## src/rtl/microcode_seq.sv

```systemverilog
// Microcode sequencer: fetches from a synchronous ROM, decodes and executes LED/WAIT/JMP/LOOP/SETCNT/HALT.
// Each instruction takes a fetch cycle and a decode cycle; WAIT adds dly24 cycles. rom_en is asserted only while fetching.
module microcode_seq #(
    parameter int WIDTH = 32,
    parameter int DEPTH = 9,
    parameter int LEDS  = 8
) (
    input  logic             clk,
    input  logic             rst_n,
    input  logic             run,
    output logic             rom_en,
    output logic [DEPTH-1:0] rom_addr,
    input  logic [DEPTH-1:0] rom_daddr,
    input  logic [WIDTH-1:0] rom_dout,
    output logic [LEDS-1:0]  leds,
    output logic             busy,
    output logic             halted,
    output logic             error
);
    typedef enum logic [2:0] {S_IDLE, S_FETCH, S_DECODE, S_WAIT, S_HALT} state_t;

    localparam logic [3:0] OP_LED    = 4'd1;
    localparam logic [3:0] OP_WAIT   = 4'd2;
    localparam logic [3:0] OP_JMP    = 4'd3;
    localparam logic [3:0] OP_LOOP   = 4'd4;
    localparam logic [3:0] OP_SETCNT = 4'd5;
    localparam logic [3:0] OP_HALT   = 4'd6;

    state_t            state, state_nxt;
    logic [DEPTH-1:0]  pc, pc_nxt;
    logic [15:0]       loop_cnt, loop_nxt;
    logic [23:0]       dly, dly_nxt;
    logic [LEDS-1:0]   leds_nxt;
    logic              error_nxt;
    logic              rom_en_nxt;
    logic [DEPTH-1:0]  rom_addr_nxt;

    logic [3:0]        opcode;
    logic [DEPTH-1:0]  tgt;
    logic [15:0]       cnt16;
    logic [23:0]       dly24;
    logic              addr_ok;
    logic              start;
    logic              dout_unused;

    assign opcode      = rom_dout[WIDTH-1 -: 4];
    assign tgt         = rom_dout[DEPTH-1:0];
    assign cnt16       = rom_dout[15:0];
    assign dly24       = rom_dout[23:0];
    assign addr_ok     = (rom_daddr == pc);
    assign start       = ((state == S_IDLE) || (state == S_HALT)) && run;
    assign dout_unused = ^rom_dout;

    always_ff @(posedge clk or negedge rst_n) begin
        if (!rst_n) begin
            state    <= S_IDLE;
            pc       <= '0;
            loop_cnt <= '0;
            dly      <= '0;
            rom_en   <= 1'b0;
            rom_addr <= '0;
            leds     <= '0;
            error    <= 1'b0;
        end else begin
            state    <= state_nxt;
            pc       <= pc_nxt;
            loop_cnt <= loop_nxt;
            dly      <= dly_nxt;
            rom_en   <= rom_en_nxt;
            rom_addr <= rom_addr_nxt;
            leds     <= leds_nxt;
            error    <= error_nxt;
        end
    end

    always_comb begin
        state_nxt = state;
        case (state)
            S_IDLE, S_HALT: if (run) state_nxt = S_FETCH;
            S_FETCH:        state_nxt = S_DECODE;
            S_DECODE: begin
                if (!addr_ok)                             state_nxt = S_HALT;
                else if (opcode == OP_HALT)               state_nxt = S_HALT;
                else if (opcode == OP_WAIT && dly24 != 0) state_nxt = S_WAIT;
                else                                      state_nxt = S_FETCH;
            end
            S_WAIT:         if (dly <= 24'd1) state_nxt = S_FETCH;
            default:        state_nxt = S_IDLE;
        endcase
    end

    always_comb begin
        pc_nxt    = pc;
        loop_nxt  = loop_cnt;
        dly_nxt   = dly;
        leds_nxt  = leds;
        error_nxt = error;
        if (start) begin
            pc_nxt    = '0;
            error_nxt = 1'b0;
        end
        if (state == S_DECODE) begin
            if (!addr_ok) begin
                error_nxt = 1'b1;
            end else begin
                pc_nxt = pc + 1'b1;
                case (opcode)
                    OP_LED:    leds_nxt = rom_dout[LEDS-1:0];
                    OP_WAIT:   dly_nxt  = dly24;
                    OP_JMP:    pc_nxt   = tgt;
                    OP_LOOP: begin
                        if (loop_cnt != 16'd0) begin
                            loop_nxt = loop_cnt - 16'd1;
                            pc_nxt   = tgt;
                        end
                    end
                    OP_SETCNT: loop_nxt = cnt16;
                    OP_HALT:   pc_nxt   = pc;
                    default:   ;
                endcase
            end
        end
        if (state == S_WAIT) dly_nxt = dly - 24'd1;
        // rom_en/rom_addr are registered, so they are set up on the edge that enters FETCH.
        rom_en_nxt   = (state_nxt == S_FETCH);
        rom_addr_nxt = (state_nxt == S_FETCH) ? pc_nxt : rom_addr;
        busy         = (state == S_FETCH) || (state == S_DECODE) || (state == S_WAIT);
        halted       = (state == S_HALT);
    end
endmodule

```

## config.mk

```make
export PLATFORM = sky130hd
export DESIGN_NAME = microcode_seq
export DESIGN_NICKNAME = d
export VERILOG_FILES = /design/src/rtl/microcode_seq.sv
export SDC_FILE = /design/constraint.sdc
export NUM_CORES = 1
export LEC_CHECK = 0
export CORE_MARGIN = 3
export CORE_UTILIZATION = 49
export DETAILED_ROUTE_END_ITERATION = 12
export GPL_TIMING_DRIVEN = 0
export PLACE_DENSITY = 0.86
export REMOVE_ABC_BUFFERS = 1
export SLEW_MARGIN = 20
export SYNTH_ARGS = -nofsm -noshare
export SYNTH_HDL_FRONTEND = slang
export SYNTH_SLANG_ARGS = --single-unit
```

## constraint.sdc

```tcl
create_clock -name clk -period 2.3 [get_ports clk]
set_input_delay 0.46 -clock clk [delete_from_list [all_inputs] [get_ports clk]]
set_output_delay 0.46 -clock clk [all_outputs]
set_load 0.02 [all_outputs]
```

# After elaboration in Yosys (flattened, before gate mapping)
# Index checks and enable logic that the tools add are counted.
# Widths: inputs -> output; s select.
[word_totals] reg_bits=71 input_bits=44 out_inout_bits=21
[op_classes] n_mux=20 magnitude_cmp=1 n_eq_ne=13 n_reduce_logical=16 add_sub_neg=3
[ops] operator="$mux 24" count=4
[ops] operator="$mux 9" count=4
[ops] operator="$pmux 16 s2" count=1
[ops] operator="$pmux 9 s3" count=1
[ops] operator="$le 24x1->1 const B" count=1
[ops] operator="$reduce_bool 24->1" count=1
[ops] operator="$sub 24x1->24 const B" count=1
[ops] operator="$mux 16" count=1
[ops] operator="$reduce_bool 16->1" count=1
[ops] operator="$sub 16x1->16 const B" count=1
[ops] operator="$eq 4x3->1 const B" count=3
[ops] operator="$mux 3" count=4
[ops] operator="$pmux 3 s4" count=1
[ops] operator="$add 9x1->9 const B" count=1
[ops] operator="$eq 9x9->1" count=1
[ops] operator="$eq 4x2->1 const B" count=2
[ops] operator="$reduce_bool 2->1" count=4
[ops] operator="$eq 3x1->1 const B" count=2
[ops] operator="$eq 3x2->1 const B" count=2
[ops] operator="$reduce_and 3->1" count=2
[ops] operator="$eq 4x1->1 const B" count=1
[ops] operator="$reduce_and 4->1" count=1
[ops] operator="$eq 3x3->1 const B" count=1
[ops] operator="$logic_not 3->1" count=1
[ops] operator="6 further kinds" count=11

# Logic depth before layout (Yosys ltp)
[depth] depth_word=7 ltp_mapped=9 mapped_depth_nobuf=8

# Least setup slack after synthesis
# No wires, ideal clock.
[synth_path] path_kind="register to register" start="register loop_cnt[0]" end="register loop_cnt[1]" setup_slack_ps=-65 stages_incl_launch_ff=10 required_time_ps=2166 arrival_ps=2232 synth_period_minus_slack_ps=2365 cell_sequence="dfrtp_1 inv_1 ha_1 or3b_2 nor4_4 nor2_1 o21a_1 clkbuf_1 o211ai_1 o21ai_0"
[synth_via] elab_chain_cells=3 word_cells_on_any_way=6 classes_between="1 x add/sub; 1 x eq/ne; 2 x mux; 2 x reduce/logical"
[synth_rtl] element="from (decl)" line="31" text="logic [15:0] loop_cnt, loop_nxt;"
[synth_rtl] element="from (signal assigned)" line="67" text="loop_cnt <= loop_nxt;"
[synth_rtl] element="$sub 16x1->16 / $reduce_bool 16->1 (equally long branches)" line="113, 112"
[synth_rtl] element="$mux 16 / $ne 2x2->1 (equally long branches)"
[synth_rtl] element="$pmux 16 s2 / $reduce_and 4->1 (equally long branches)"
# Parallel ways exist; a longest one is shown, timed or not. The select of a mux whose other input is x is not followed.
# A chain may end at the register's enable or synchronous reset.

# Worst setup path in the final report
[layout_path] start="register loop_cnt[5]" end="register pc[2]"
[layout_via] elab_chain_cells=5
[layout_rtl] element="$reduce_bool 16->1" line="112" text="if (loop_cnt != 16'd0) begin"
[layout_rtl] element="$mux 9" line="112"
[layout_rtl] element="$pmux 9 s3" line="107" text="case (opcode)"
[layout_rtl] element="$mux 9" line="103" text="if (!addr_ok) begin"
[layout_rtl] element="$mux 9" line="102" text="if (state == S_DECODE) begin"
[layout_rtl] element="via pc_nxt[2]" line="30" text="logic [DEPTH-1:0] pc, pc_nxt;"
[layout_rtl] element="to (signal assigned)" line="66" text="pc <= pc_nxt;"
[layout_rtl] element="to (decl)" line="30"
# The timed path passes the listed nets, and every way through them passes these cells.

==> impl_metrics.csv <==
group,metric,value,unit
power_and_ir_drop,power_density,702,nW/um2
drt,finalWirelength,13.4,mm
logic_synthesis,synthFlopType,"dfrtp_1",
setup_path,crit_path_start_kind,"flip-flop",
logic_synthesis,synth_edf_count,0,
clock_tree,clkLatencyLatePin,0.36,ns
timing,fin_setup_tns,-0.672,ns
grt,track_usage,25.9,%
clock_tree,clk_path_buf_depth,2,
drt,drc,0,
logic_synthesis,synthCells,470,
timing,fin_hold_ws,0.00808,ns
placed_design,port_buffers,60,
die,core,8340,um2
die,start_util,51.2,%
timing,maxSlewViolCount,0,
logic_synthesis,syn_area,4270,um2
grt,antenna_found_initial,0,
clock_tree,cts_tree,"done",
setup_path,startpoint,"loop_cnt[5]",
die,core.rowCount,33,
drt,ant_nets,0,
die,die_area,9860,um2
power_and_ir_drop,peakVddDrop,0.000655,V
die,top_level_ports,65,
setup_path,critPathArrivalTime,2.71,ns
logic_synthesis,async_flop_share,100,%
clock_tree,clkSinkCount,71,
clock_tree,htree_levels,3,
final_layout,final_common_cell,"dfrtp_1",
setup_path,critPathTopFamily,"simple AND/OR/NAND/NOR gates",
run_status,violations,"negative setup slack",
timing,fin_crit_sh,108,%
logic_synthesis,avgSynthCellArea,9.08,um2
final_layout,area_delta_synth_final,36.5,%
final_layout,drive_above_1_share,24.9,%
setup_path,max_stage_delay,0.59,ns
clock_tree,clk_pin_slew,0.08,ns
timing,worstMarginPinSlew,0.689,ns
die,die_h,99.3,um
timing,rsz0062_at_grt,"yes",
logic_synthesis,seq_area_frac_synth,41.6,%
grt,grt_pass1_wl,20.5,mm
setup_path,path_depth,7,
timing,finalHoldViolCount,0,
grt,grt_max_degree,46,
drt,via_per_inst,6.50,
setup_path,crit_end,"pc[2]",
setup_path,worstReg2RegEnd,"pc[2]",
drt,wl_per_cell,20.1,um
setup_path,crit_type,"reg -> reg",
logic_synthesis,yosys_warnings,0,
drt,drtPass1Iterations,5,
logic_synthesis,ys_seq_elements,71,
timing,slew_headroom,53.7,%
placed_design,dp_hpwl,8.28,mm
setup_path,worstPathCellList,"or4_4 > nor4_4 > buf_6 > o21bai_2 > a211oi_1 > a211oi_2 > and2_1",
run_status,outcome,"finished with violations",
setup_path,worst-path-max-fanout,7,
min_path,hold_path_class,"in -> async",
timing,setup_slack,-0.174,ns
final_layout,final_nets,605,
final_layout,diodes,0,
final_layout,instances_no_fill,667,
setup_path,crit_slowest_cell,"or4_4",
clock_tree,cts-root-buf,"clkbuf_8",
clock_tree,hold_buffers,0,
placed_design,gp_congestion,0.882,
timing,fmax,404,MHz
setup_path,cp.required,2.54,ns
setup_path,worst_r2r_path_depth,7,
grt,grt_pass1_vias,4205,
drt,first_iter_violations,432,
clock_tree,cts-buffers-inserted,9,
timing,fin_crit,2.47,ns
final_layout,final_util,69.8,%
setup_path,crit_path_end_kind,"flip-flop",
setup_path,reg2reg_from,"loop_cnt[5]",
logic_synthesis,ys_types,65,
drt,vias,4337,
timing,final.setup_skew,0.0100,ns
power_and_ir_drop,p_leak,2.46,nW
setup_path,reg2reg_slack,-0.17,ns
job,cap_violations,0,
die,die_w,99.3,um
setup_path,crit_buf_inv,1,
final_layout,mostFrequentLayoutCells,"dfrtp_1, nor2_1, clkdlybuf4s50_1",
placed_design,dpl.cell_count,616,
grt,grt_remaining_overflow,0,
timing,finalSetupViolations,9,
[synthesized netlist by cell type (all sizes together) (4+ instances only)]
cell	instances	share of area (%)
ha	4	1.2
buf	8	0.91
a22oi	12	2.1
or4	8	1.5
clkbuf	12	1.1
nor2b	4	0.59
mux2	14	3.7
a22o	4	0.82
a211o	4	0.82
dfrtp	71	42
o211ai	5	0.88
nor3	15	1.9
a211oi	6	1.1
nand2	38	3.3
and2	5	0.73
a21oi	33	4.1
a311oi	5	1.0
xnor2	12	2.8
nand3	19	2.3
inv	15	1.3
a2bb2oi	5	1.0
o21ai	37	4.4
nand3b	6	1.1
nor4	14	2.8
and3	4	0.59
or3	5	0.73
nor2	50	4.4
[flip-flops by register name, summed over array words and instances, names as in the netlist]
signal,count
dly,24
error,1
leds,8
loop_cnt,16
pc,9
rom_addr,9
rom_en,1
state,3
[logic make-up after synthesis]
logic type	after synthesis	share of synthesized area, %
flops	71	41.6
mux	15	3.93
xor+xnor	12	2.82
simple gates	190	24.5
compound gates	143	22.6
fa+ha+maj	4	1.17
buf+inv	35	3.31
[worst min path at each step]
stage                        to  slack [ns]    from
finish              rom_addr[3]       0.008   rst_n
global route             rom_en        0.03   rst_n
CTS                 rom_addr[3]        0.02   rst_n
detailed placement       rom_en        0.40   rst_n
global placement         dly[5]        0.49  dly[5]
floorplan                dly[0]        0.16   rst_n
[per-stage QoR]
stage                     cell area (um2)  total power [W]  setup WS, ns
final                                5820          0.00409        -0.174
after global routing                 5820          0.00425        -0.173
after CTS                            5590          0.00396       -0.0504
after detailed placement             4950          0.00256         -1.07
after global placement               4910          0.00251         -1.63
after floorplan                      4180          0.00216        -0.368
[cell type report]
class | count | area (um2)
Multi-Input combinational cell | 365 | 2700
Clock buffer | 11 | 151
Fill cell | 570 | 2520
Timing Repair Buffer | 95 | 917
Clock inverter | 5 | 80.1
Tap cell | 105 | 131
Inverter | 15 | 56.3
Sequential cell | 71 | 1780
[metal layers]
layer / share of wire (%) / GRT usage, % / wire (um)
met5: 0 / 0 / 0
met4: 3.5 / 10.7 / 468
met3: 8.8 / 5.05 / 1190
met2: 48 / 42.2 / 6500
met1: 39 / 33.8 / 5270
[where the power goes]
| part | switching, W | internal (W) |
|---|---|---|
| logic | 0.000676 | 0.000634 |
| clock network | 0.000508 | 0.000668 |
| registers | 0.000193 | 0.00141 |
[what timing repair did]
action                                  4_1_cts  5_1_grt
endpoints found under the setup margin       66       49
hold endpoints to repair                      0        0
gates cloned                                  1        0
resized for setup                            55       35
setup buffers                                21       13
pin swaps                                    19       25
Power figures use the tool's default switching activity.
